`src/rtl/ram_arbiter_if.sv`:
```
// CPU / video / RAM bus bundle for ram_arbiter.
// slave = the arbiter, master = the surrounding system (CPU, video, RAM).
interface ram_arbiter_if #(
  parameter int ADDR_W = 16,
  parameter int DATA_W = 8
);
  logic              cpu_req;
  logic              cpu_we;
  logic [ADDR_W-1:0] cpu_addr;
  logic [DATA_W-1:0] cpu_din;
  logic [DATA_W-1:0] cpu_dout;
  logic              cpu_ack;
  logic              cpu_wait;

  logic              vid_req;
  logic [ADDR_W-1:0] vid_addr;
  logic [DATA_W-1:0] vid_q;
  logic              vid_valid;

  logic [ADDR_W-1:0] ram_addr;
  logic [DATA_W-1:0] ram_din;
  logic              ram_rd_n;
  logic              ram_wr_n;
  logic              ram_ce_n;
  logic [DATA_W-1:0] ram_q;

  modport slave (
    input  cpu_req, cpu_we, cpu_addr, cpu_din, vid_req, vid_addr, ram_q,
    output cpu_dout, cpu_ack, cpu_wait, vid_q, vid_valid,
           ram_addr, ram_din, ram_rd_n, ram_wr_n, ram_ce_n
  );

  modport master (
    output cpu_req, cpu_we, cpu_addr, cpu_din, vid_req, vid_addr, ram_q,
    input  cpu_dout, cpu_ack, cpu_wait, vid_q, vid_valid,
           ram_addr, ram_din, ram_rd_n, ram_wr_n, ram_ce_n
  );
endinterface

```
`src/rtl/ram_arbiter.sv`:
```
// Two-port arbiter sharing one asynchronous-style RAM between a CPU and a
// video fetcher. Reads take VRD/CRD (strobe) + VCAP/CCAP (capture); writes
// take a single CWR cycle. All RAM-side outputs are registered.
module ram_arbiter #(
  parameter int ADDR_W = 16,
  parameter int DATA_W = 8
) (
  input  logic         clk,
  input  logic         reset_n,
  ram_arbiter_if.slave bus
);

  typedef enum logic [2:0] {IDLE, VRD, VCAP, CRD, CCAP, CWR} state_e;

  state_e            state_q, state_d;
  logic              last_vid_q, last_vid_d;
  logic [ADDR_W-1:0] ram_addr_q, ram_addr_d;
  logic [DATA_W-1:0] ram_din_q, ram_din_d;
  logic [DATA_W-1:0] cpu_dout_q, cpu_dout_d;
  logic [DATA_W-1:0] vid_data_q, vid_data_d;
  logic              rd_n_q, rd_n_d;
  logic              wr_n_q, wr_n_d;
  logic              ce_n_q, ce_n_d;
  logic              cpu_ack_q, cpu_ack_d;
  logic              vid_valid_q, vid_valid_d;
  logic              vid_pend, cpu_pend;

  // A port whose completion pulse is still high is finishing, not requesting.
  assign vid_pend = bus.vid_req & ~vid_valid_q;
  assign cpu_pend = bus.cpu_req & ~cpu_ack_q;

  // Next-state, grant and capture logic; strobes follow the next state so
  // they are registered in step with the FSM.
  always_comb begin
    state_d     = state_q;
    last_vid_d  = last_vid_q;
    ram_addr_d  = ram_addr_q;
    ram_din_d   = ram_din_q;
    cpu_dout_d  = cpu_dout_q;
    vid_data_d  = vid_data_q;
    cpu_ack_d   = 1'b0;
    vid_valid_d = 1'b0;
    case (state_q)
      IDLE: begin
        // Video wins a tie unless it took the previous grant.
        if (vid_pend && (!cpu_pend || !last_vid_q)) begin
          state_d    = VRD;
          ram_addr_d = bus.vid_addr;
          last_vid_d = 1'b1;
        end else if (cpu_pend) begin
          state_d    = bus.cpu_we ? CWR : CRD;
          ram_addr_d = bus.cpu_addr;
          if (bus.cpu_we) ram_din_d = bus.cpu_din;
          last_vid_d = 1'b0;
        end
      end
      VRD:  state_d = VCAP;
      VCAP: begin
        vid_data_d  = bus.ram_q;
        vid_valid_d = 1'b1;
        state_d     = IDLE;
      end
      CRD:  state_d = CCAP;
      CCAP: begin
        cpu_dout_d = bus.ram_q;
        cpu_ack_d  = 1'b1;
        state_d    = IDLE;
      end
      CWR: begin
        cpu_ack_d = 1'b1;
        state_d   = IDLE;
      end
      default: state_d = IDLE;
    endcase
    rd_n_d = !(state_d == VRD || state_d == CRD);
    wr_n_d = (state_d != CWR);
    ce_n_d = (state_d == IDLE);
  end

  // State and output registers; reset aborts any access in flight.
  always_ff @(posedge clk or negedge reset_n) begin
    if (!reset_n) begin
      state_q     <= IDLE;
      last_vid_q  <= 1'b0;
      ram_addr_q  <= '0;
      ram_din_q   <= '0;
      cpu_dout_q  <= '0;
      vid_data_q  <= '0;
      rd_n_q      <= 1'b1;
      wr_n_q      <= 1'b1;
      ce_n_q      <= 1'b1;
      cpu_ack_q   <= 1'b0;
      vid_valid_q <= 1'b0;
    end else begin
      state_q     <= state_d;
      last_vid_q  <= last_vid_d;
      ram_addr_q  <= ram_addr_d;
      ram_din_q   <= ram_din_d;
      cpu_dout_q  <= cpu_dout_d;
      vid_data_q  <= vid_data_d;
      rd_n_q      <= rd_n_d;
      wr_n_q      <= wr_n_d;
      ce_n_q      <= ce_n_d;
      cpu_ack_q   <= cpu_ack_d;
      vid_valid_q <= vid_valid_d;
    end
  end

  assign bus.ram_addr  = ram_addr_q;
  assign bus.ram_din   = ram_din_q;
  assign bus.ram_rd_n  = rd_n_q;
  assign bus.ram_wr_n  = wr_n_q;
  assign bus.ram_ce_n  = ce_n_q;
  assign bus.cpu_dout  = cpu_dout_q;
  assign bus.cpu_ack   = cpu_ack_q;
  assign bus.cpu_wait  = bus.cpu_req & ~cpu_ack_q;
  assign bus.vid_q     = vid_data_q;
  assign bus.vid_valid = vid_valid_q;

endmodule
```
`src/flat_wrapper.sv`:
```
// flat-port wrapper written by rule: the top's interface ports become plain ports
module ram_arbiter_flat 
#(
  parameter int ADDR_W = 16,
  parameter int DATA_W = 8
)
  (clk, reset_n, bus_cpu_req, bus_cpu_we, bus_cpu_addr, bus_cpu_din, bus_vid_req, bus_vid_addr, bus_ram_q, bus_cpu_dout, bus_cpu_ack, bus_cpu_wait, bus_vid_q, bus_vid_valid, bus_ram_addr, bus_ram_din, bus_ram_rd_n, bus_ram_wr_n, bus_ram_ce_n);
  ram_arbiter_if #(.ADDR_W(ADDR_W), .DATA_W(DATA_W)) bus_i ();
  input  logic clk;
  input  logic reset_n;
  input wire logic [$bits(bus_i.cpu_req)-1:0] bus_cpu_req;
  input wire logic [$bits(bus_i.cpu_we)-1:0] bus_cpu_we;
  input wire logic [$bits(bus_i.cpu_addr)-1:0] bus_cpu_addr;
  input wire logic [$bits(bus_i.cpu_din)-1:0] bus_cpu_din;
  input wire logic [$bits(bus_i.vid_req)-1:0] bus_vid_req;
  input wire logic [$bits(bus_i.vid_addr)-1:0] bus_vid_addr;
  input wire logic [$bits(bus_i.ram_q)-1:0] bus_ram_q;
  output wire logic [$bits(bus_i.cpu_dout)-1:0] bus_cpu_dout;
  output wire logic [$bits(bus_i.cpu_ack)-1:0] bus_cpu_ack;
  output wire logic [$bits(bus_i.cpu_wait)-1:0] bus_cpu_wait;
  output wire logic [$bits(bus_i.vid_q)-1:0] bus_vid_q;
  output wire logic [$bits(bus_i.vid_valid)-1:0] bus_vid_valid;
  output wire logic [$bits(bus_i.ram_addr)-1:0] bus_ram_addr;
  output wire logic [$bits(bus_i.ram_din)-1:0] bus_ram_din;
  output wire logic [$bits(bus_i.ram_rd_n)-1:0] bus_ram_rd_n;
  output wire logic [$bits(bus_i.ram_wr_n)-1:0] bus_ram_wr_n;
  output wire logic [$bits(bus_i.ram_ce_n)-1:0] bus_ram_ce_n;
  assign bus_i.cpu_req = bus_cpu_req;
  assign bus_i.cpu_we = bus_cpu_we;
  assign bus_i.cpu_addr = bus_cpu_addr;
  assign bus_i.cpu_din = bus_cpu_din;
  assign bus_i.vid_req = bus_vid_req;
  assign bus_i.vid_addr = bus_vid_addr;
  assign bus_i.ram_q = bus_ram_q;
  assign bus_cpu_dout = bus_i.cpu_dout;
  assign bus_cpu_ack = bus_i.cpu_ack;
  assign bus_cpu_wait = bus_i.cpu_wait;
  assign bus_vid_q = bus_i.vid_q;
  assign bus_vid_valid = bus_i.vid_valid;
  assign bus_ram_addr = bus_i.ram_addr;
  assign bus_ram_din = bus_i.ram_din;
  assign bus_ram_rd_n = bus_i.ram_rd_n;
  assign bus_ram_wr_n = bus_i.ram_wr_n;
  assign bus_ram_ce_n = bus_i.ram_ce_n;
  ram_arbiter #(.ADDR_W(ADDR_W), .DATA_W(DATA_W)) u_core (.clk(clk), .reset_n(reset_n), .bus(bus_i));
endmodule
```
`config.mk`:
```
export PLATFORM = sky130hd
export DESIGN_NAME = ram_arbiter_flat
export DESIGN_NICKNAME = d
export VERILOG_FILES = /design/src/rtl/ram_arbiter_if.sv /design/src/rtl/ram_arbiter.sv /design/src/flat_wrapper.sv
export SDC_FILE = /design/constraint.sdc
export NUM_CORES = 1
export LEC_CHECK = 0
export ABC_AREA = 0
export CAP_MARGIN = 30
export CORE_ASPECT_RATIO = 2
export CORE_MARGIN = 2
export CORE_UTILIZATION = 42
export CTS_CLUSTER_DIAMETER = 200
export DETAILED_ROUTE_END_ITERATION = 12
export HOLD_SLACK_MARGIN = 0.02
export PLACE_DENSITY = 0.81
export SETUP_SLACK_MARGIN = 0.3
export SLEW_MARGIN = 30
export SYNTH_ARGS = -nofsm -noshare
export SYNTH_HDL_FRONTEND = slang
export SYNTH_SLANG_ARGS = --single-unit
```
`constraint.sdc`:
```
create_clock -name clk -period 2.1 [get_ports clk]
set_input_delay 0.525 -clock clk [delete_from_list [all_inputs] [get_ports clk]]
set_output_delay 0.525 -clock clk [all_outputs]
set_load 0.02 [all_outputs]
```
* Yosys cells after proc, flatten, opt, wreduce, memory -nomap -nowiden *
Index checks and enable logic that the tools add are counted.

storage, ports and cells
  input bits = 53
  bits in writable memories = 0
  word-level logic and storage cells = 46
  ROM bits = 0
  bits in latches = 0
  bits in registers = 49
  memories kept = 0

operators by class
  multipliers = 0
  div/mod/pow operators = 0
  shifts and indexed selects = 0
  add/sub/neg operators = 0
  equality and inequality tests = 8
  bitwise operators = 5
  mux-type cells = 10
  $lt $le $gt $ge = 0
  reductions and logical operators = 12

operators by type and width
  cell                                                  number
  two-way mux 16 bit                                    2
  equality test 3 x 2 -> 1 bit (second input constant)  3
  two-way mux 3 bit                                     3
  one-hot mux 3 bit (3 select lines)                    1
  equality test 3 x 1 -> 1 bit (second input constant)  2
  equality test 3 bit (second input constant)           2
  zero test 3 bit                                       2
  two-way mux 1 bit                                     4
  AND reduction 4 bit                                   1
  zero test 1 bit                                       3
  != test 3 bit (second input constant)                 1
  NOT 1 bit                                             3
  AND 1 bit                                             2
  logical OR 1 bit                                      2
  AND reduction 2 bit                                   1
  nonzero test 2 bit                                    1
  OR reduction 2 bit                                    1
  logical AND 1 bit                                     1

* Longest topological paths before layout *
Gate-level depths: netlist (run 1).

  word-level depth = 10
  mapped depth = 5

* Worst setup path after synthesis (run 1) *
OpenSTA, ideal clock, no wires.

  kind = register to register
  start point = register u_core.cpu_ack_q, in the netlist u_core.bus.cpu_ack
  end point = register u_core.ram_din_q[0], in the netlist u_core.bus.ram_din[0]
  slack = 0.440 ns
  setup time = 0.125 ns
  cell stages (with the launch flop) = 6
  required time = 1.975 ns
  arrival time = 1.535 ns
  cells stage by stage = dfrtp_1 > nand2b_1 > inv_1 > o2111a_1 > buf_2 > mux2_2

on the way
  longest elaborated chain between the ends = 7

RTL lines
  what                                    line                RTL
  start: declaration                      ram_arbiter.sv:24   logic cpu_ack_q, cpu_ack_d;
  start signal: assignment                ram_arbiter.sv:104  cpu_ack_q <= cpu_ack_d;
  NOT 1 bit *                             n/a
  AND 1 bit *                             n/a
  via bus_cpu_wait                        flat_wrapper.sv:20  output wire logic [$bits(bus_i.cpu_wait)-1:0] bus_cpu_wait;
  zero test 1 bit                         ram_arbiter.sv:46   if (vid_pend && (!cpu_pend || !last_vid_q)) begin
  logical OR 1 bit                        ram_arbiter.sv:46
  logical AND 1 bit                       ram_arbiter.sv:46
  NOT 1 bit (no source line)              n/a
  AND reduction 4 bit (no source line) *  n/a
  end signal: assignment                  ram_arbiter.sv:98   ram_din_q <= ram_din_d;
  end: declaration                        ram_arbiter.sv:18   logic [DATA_W-1:0] ram_din_q, ram_din_d;

Mark *: on every way through the listed nets, which the timed path passes. The rest lies on a longest branch.
A chain may end at the register's enable or synchronous reset.

* Worst setup path after layout (run 1) *
  start point = register u_core.state_q[2]
  end point = register u_core.ram_din_q[0], in the netlist u_core.bus.ram_din[0]

on the way
  longest elaborated chain between the ends = 2

RTL lines
  what                                  line               RTL
  start: declaration                    ram_arbiter.sv:15  state_e state_q, state_d;
  start signal: assignment              ram_arbiter.sv:95  state_q <= state_d;
  zero test 3 bit                       ram_arbiter.sv:43  case (state_q)
  AND reduction 4 bit (no source line)  n/a

Every way passes these cells.

==> reports/qor.csv, run 1 <==
metric,value,unit
status,"complete, no violations",
fin. max-slew vios,0,
row count,38,
PortBufs,98,
VDD IR-drop max,0.00121,V
setup violators final,0,
CTS Buf Count,5,
sequential-to-total area share from yosys stat,53.0,%
total power,5410,uW
# clock sinks,49,
GRT overflow,0,
Die X,56.6,um
initial antenna violation count,0,
largest net degree at the start of global routing,27,
vias in the first global route,2037,
DR WL/cell,17.7,um
Reg2Reg Depth,4,
vias,1952,
Leak,0.00163,uW
hpwl dp,4.53,mm
Die Y,109,um
vias per cell,5.63,
Crit path required time,2.29,ns
Synth Area per Inst,12.8,sq um
DRC viols,0,
I/O pins,99,
syn nets,234,
Die ar.,6170,sq um
Final Cycle Share,81.8,%
clk_lat worst skew,0.30,ns
Yosys cell types,30,
post-layout util,66.4,%
Final min period,1.72,ns
Hold WS,0.206,ns
Synth Cell Area,2320,sq um
layout cells sized above 1,22.6,%
Worst setup SP type,flip-flop,
CTS tree,done,
H-tree depth,2,
Bufs on Longest Clock Path,2,
DRT iter0 DRCs,53,
"worst slack, placed",-0.160,ns
global-route wire length before repair,9.66,mm
final net count,339,
worst relative slew slack,61.3,%
Area Overhead vs Synth,53.9,%
starting density of the core,43.2,%
"FF+latch count, synth",49,
worst min path class,input port to asynchronous set/reset pin,
"CTS clk-pin slew, worst paths",0.10,ns
1st-pass router iterations,4,
CP arrival,1.91,ns
core box area,5370,sq um
Max-Cap Viols,0,
slew at the pin with the worst max-slew slack,0.581,ns
Synth Warn #,0,
gpl congestion,0.857,
CP Class,flip-flop to flip-flop,
Ant. Diodes,0,
FMAX,582,MHz
GR Util All Layers,20.1,%
Clock Skews,0.0103,ns
pwr/cell area,1520,nW/um^2
fin worst setup slack,0.382,ns
CP Max Fanout,8,
CTS Hold Bufs,0,
Total Wirelength,6.13,mm
Final Hold Fails,0,
CP endpoint kind,flip-flop,
Fin Setup TNS,0,ns
post-route ant nets,0,
Root Buffer,clkbuf_8,
unrepaired setup endpoints after global routing,false,
Syn Inst Count,181,
-- stage by stage --
stage,cell area [sq um],cells
floorplan,2320,181
CTS,3510,345
global placement,3410,337
global route,3570,347
finish,3570,347
detailed placement,3410,337
-- routing by layer --
layer | share of wire, % | global-route usage (%) | vias up
li1 | - | - | 895
met1 | 34 | 20.7 | 985
met2 | 59 | 38.5 | 60
met3 | 4.3 | 3.44 | 12
met4 | 2.5 | 8.50 | 0
met5 | 0 | 0 | -
-- layout make-up --
cell class | count | area, sq um
clock buffer | 5 | 68.8
inverter | 2 | 7.51
timing repair buffer | 115 | 1120
sequential | 49 | 1230
fill | 448 | 1800
clock inverter | 3 | 68.8
multi-input combinational | 113 | 995
tap | 60 | 75.1
-- power breakdown --
group	switching (uW)	internal, uW	total [uW]
sequential	296	1430	1730
combinational	1450	1430	2880
clock	329	479	808
-- critical path, cell delays in order (launching register included) --
cell and delay, ns:
dfrtp_1 0.45, nor3_1 0.34, o2111a_2 0.34, clkbuf_16 0.16, mux2_2 0.32
-- cell families after synthesis --
kind of cell,count (synthesis),share of synthesized area (%)
flip-flops,49,53.0
buffers and inverters,19,4.37
multiplexers,24,11.7
AND/OR/NAND/NOR,30,9.55
AO/OA/AOI/OAI,59,21.4
-- registers in the layout (all words and copies together), names as in the netlist --
register / flops
u_core.bus.ram_addr: 16
u_core.bus.ram_ce_n: 1
u_core.state_q: 3
u_core.bus.cpu_dout: 8
u_core.bus.cpu_ack: 1
u_core.last_vid_q: 1
u_core.bus.ram_rd_n: 1
u_core.bus.vid_q: 8
u_core.bus.ram_din: 8
u_core.bus.ram_wr_n: 1
u_core.bus.vid_valid: 1
-- Yosys cell counts --
master | number | area, sq um
nand2b_1 | 2 | 12.5
a2bb2oi_1 | 8 | 70.1
nand2_1 | 2 | 7.51
dfstp_2 | 3 | 78.8
or3_1 | 1 | 6.26
nor2b_1 | 2 | 12.5
a211oi_1 | 1 | 7.51
a21oi_1 | 4 | 20.0
o2111ai_1 | 1 | 8.76
inv_1 | 2 | 7.51
and2_1 | 1 | 6.26
nor3_1 | 1 | 5.00
o21ai_0 | 16 | 80.1
o211ai_1 | 1 | 7.51
nor2_1 | 2 | 7.51
mux2_2 | 24 | 270
and3b_1 | 17 | 149
clkbuf_1 | 10 | 37.5
buf_12 | 1 | 20.0
o21a_1 | 1 | 7.51
a2bb2oi_2 | 8 | 120
buf_6 | 1 | 11.3
nand3b_1 | 1 | 7.51
dfrtp_1 | 46 | 1150
a221oi_1 | 16 | 140
o21bai_1 | 1 | 7.51
a21oi_4 | 1 | 16.3
nor3b_1 | 1 | 7.51
o2111a_1 | 1 | 11.3
buf_2 | 5 | 25.0
-- worst paths after layout --
kind,startpoint,endpoint,slack [ns]
hold reg to reg,u_core.bus.vid_q[4]$_DFFE_PN0P_,u_core.bus.vid_q[4]$_DFFE_PN0P_,0.51
setup reg to reg,u_core.state_q[2]$_DFF_PN0_,u_core.bus.ram_din[0]$_DFFE_PN0P_,0.38
hold / removal,reset_n,u_core.bus.ram_addr[10]$_DFFE_PN0P_,0.21
setup / recovery,u_core.state_q[2]$_DFF_PN0_,u_core.bus.ram_din[0]$_DFFE_PN0P_,0.38
max in group asynchronous,reset_n,u_core.bus.ram_wr_n$_DFF_PN1_,1.26
min in group clk,u_core.bus.vid_q[4]$_DFFE_PN0P_,u_core.bus.vid_q[4]$_DFFE_PN0P_,0.51
-- layout by cell type, fill, tap and decap left out --
cell type	Yosys	routed
dfrtp_1	46	46
and3b_1	17	17
clkbuf_8	0	5
o211ai_1	1	1
mux2_2	24	24
dlymetal6s2s_1	0	11
a2bb2oi_1	8	8
nand2b_1	2	2
buf_2	5	1
nand2_1	2	2
clkdlybuf4s50_1	0	50
clkbuf_16	0	1
dfstp_2	3	3
nor3_1	1	1
a211oi_1	1	1
a2bb2oi_2	8	8
a21oi_4	1	1
a21oi_1	4	4
buf_12	1	2
and2_1	1	1
bufinv_16	0	2
a221oi_1	16	16
nand3b_1	1	1
or3_4	0	1
clkbuf_2	0	1
nor2b_1	2	2
inv_1	2	2
o21bai_1	1	1
inv_6	0	1
o2111a_2	0	1
dlygate4sd2_1	0	35
nor2_1	2	2
o21ai_0	16	16
o21a_1	1	1
nor3b_1	1	1
buf_4	0	14
o2111ai_1	1	1
-- repair_timing --
item	4_1_cts	5_1_grt
setup endpoints to repair	40	19
hold endpoints to repair	0	0
resized for setup	39	12
buffers inserted	0	1
cloned	0	1
No activity file was read; power rests on OpenSTA's default activity.
==> inputs of run 2 (changes only) <==
==> constraint.sdc (replaced) <==
create_clock -name clk -period 1.7 [get_ports clk]
set_input_delay 0.425 -clock clk [delete_from_list [all_inputs] [get_ports clk]]
set_output_delay 0.425 -clock clk [all_outputs]
set_load 0.02 [all_outputs]
==> run 2 against run 1 <==
Compared with the run above: die area stayed put; register-to-register slack worse by 0.29 ns; sequential cell count stayed put; critical path depth is 2 higher; global-route usage is 2.8 points higher; sequential share of layout area is 1.7 points lower; critical endpoint is now u_core.bus.ram_din[2]$_DFFE_PN0P_; largest cell class unchanged.
==> reports/qor.csv, run 2 (synthesized netlist as in run 1, its figures left out) <==
metric,value,unit,change
pwr/cell area,1930,nW/um^2,+27%
Die Y,109,um,unchanged
CP endpoint kind,flip-flop,,
DRC viols,0,,unchanged
"worst slack, placed",-0.432,ns,-0.272 ns
Clk pwr share,10.1,%,-4.8 points
combinational share of power,60.4,%,+7.2 points
fin. max-slew vios,0,,unchanged
VDD IR-drop max,0.00153,V,+26%
Final min period,1.60,ns,-0.114 ns
vias per cell,5.64,,+0.29%
total power,7270,uW,+34%
number of flip-flops in the largest register,16,,unchanged
vias,2031,,+4.0%
row count,38,,unchanged
Seq pwr share,29.6,%,-2.3 points
Fin Setup TNS,0,ns,unchanged
# clock sinks,49,,unchanged
most frequent cells in the layout,"49 x clkdlybuf4s50_1, 44 x dfrtp_1, 38 x buf_2, 17 x and3b_1, 16 x o21ai_0",,
FMAX,623,MHz,+7.1%
Clock Skews,0.0135,ns,+0.00320 ns
Root Buffer,clkbuf_8,,
Bufs on Longest Clock Path,2,,unchanged
worst path bufs/invs,3,,+2
status,"complete, no violations",,
"commonest non-fill, non-tap cell in the layout",clkdlybuf4s50_1,,
core box area,5370,sq um,unchanged
post-route ant nets,0,,unchanged
hpwl dp,4.85,mm,+7.2%
CP Max Fanout,5,,-3
clk_lat worst skew,0.32,ns,+0.02 ns
1st-pass router iterations,4,,unchanged
"reg-to-reg slack, setup",0.1,ns,-0.29 ns
CTS Buf Count,5,,unchanged
Psw,2960,uW,+42%
GR Util All Layers,22.9,%,+2.8 points
GRT overflow,0,,unchanged
initial antenna violation count,0,,unchanged
CTS Hold Bufs,0,,unchanged
slew at the pin with the worst max-slew slack,0.376,ns,-0.205 ns
worst min path class,input port to asynchronous set/reset pin,,
CTS tree,done,,
sw frac,40.7,%,+2.3 points
Pint,4310,uW,+29%
layout cells sized above 1,48.3,%,+26 points
post-layout util,70.1,%,+3.7 points
gpl congestion,0.812,,-5.3%
Area Overhead vs Synth,62.4,%,
DR WL/cell,19.9,um,+13%
Max-Cap Viols,0,,unchanged
Ant. Diodes,0,,unchanged
Hold WS,0.0687,ns,-0.137 ns
Worst setup SP type,flip-flop,,
unrepaired setup endpoints after global routing,true,,
Die ar.,6170,sq um,unchanged
final net count,352,,+3.8%
setup violators final,0,,unchanged
CP Class,flip-flop to flip-flop,,
starting density of the core,43.2,%,unchanged
Reg2Reg Depth,6,,+2
Crit path required time,1.89,ns,-0.40 ns
Leak,0.00165,uW,+1.1%
critical path's largest stage delay,0.44,ns,about the same
DRT iter0 DRCs,29,,-45%
Die X,56.6,um,unchanged
"CTS clk-pin slew, worst paths",0.10,ns,about the same
H-tree depth,2,,unchanged
Final Hold Fails,0,,unchanged
largest net degree at the start of global routing,50,,+85%
Final Cycle Share,94.4,%,+13 points
worst relative slew slack,74.9,%,+14 points
reg2reg start,u_core.bus.cpu_ack$_DFF_PN0_,,
PortBufs,98,,unchanged
Total Wirelength,7.17,mm,+17%
worst-path cell chain,nand2b_4 -> inv_4 -> buf_6 -> o2111a_2 -> buf_12 -> mux2_2,,
end of the worst register-to-register path,u_core.bus.ram_din[2]$_DFFE_PN0P_,,
Top delay family on crit path,flip-flops,,
CP arrival,1.80,ns,-0.11 ns
vias in the first global route,2199,,+8.0%
slowest cell on the critical path,dfrtp_2,,
I/O pins,99,,unchanged
global-route wire length before repair,10.7,mm,+11%
fin worst setup slack,0.0958,ns,-0.286 ns
run 2: metrics by stage:
step	cell area (sq um)	cells
detailed placement	3620	345
global route	3770	360
CTS	3810	357
finish	3770	360
floorplan	2430	181
global placement	3620	345
run 2: cell type report:
cell class,instances,area [sq um]
fillers,388,1610
flip-flops and latches,49,1230
multi-input cells,113,1200
repair buffers,128,1160
clock buffers,8,90.1
well taps,60,75.1
inverters,2,10.0
run 2: power groups by stage:
stage | combinational, uW | clock (uW) | sequential, uW
4_1_cts | 4370 | 735 | 2140
3_3_place_gp | 4250 | 0 | 2120
5_1_grt | 4630 | 787 | 2210
2_1_floorplan | 1840 | 0 | 2780
6_report | 4390 | 732 | 2150
3_5_place_dp | 4340 | 0 | 2140
run 2: worst max path at each step:
stage                     depth (start not counted)                          from                                 end
after floorplan                                   5   u_core.state_q[2]$_DFF_PN0_  u_core.bus.ram_addr[0]$_DFFE_PN0P_
after global placement                            4                   bus_cpu_req                        bus_cpu_wait
after detailed placement                          4                   bus_cpu_req                        bus_cpu_wait
after CTS                                         6  u_core.bus.cpu_ack$_DFF_PN0_   u_core.bus.ram_din[2]$_DFFE_PN0P_
after global routing                              6  u_core.bus.cpu_ack$_DFF_PN0_   u_core.bus.ram_din[3]$_DFFE_PN0P_
final                                             6  u_core.bus.cpu_ack$_DFF_PN0_   u_core.bus.ram_din[2]$_DFFE_PN0P_
run 2: layer usage:
metal	global-route usage (%)	vias up	part of all wire, %	wire length [um]
li1	-	930	-	-
met1	23.0	1012	34	2470
met2	44.0	68	59	4210
met3	4.39	21	3.9	277
met4	10.4	0	3.0	214
met5	0	-	0	0
run 2: what timing repair did:
| item | CTS | global route |
|---|---|---|
| gates cloned | 1 | 1 |
| pin swaps | 4 | 3 |
| setup buffers | 3 | 2 |
| endpoints found under the setup margin | 89 | 73 |
| gates resized for setup | 177 | 46 |
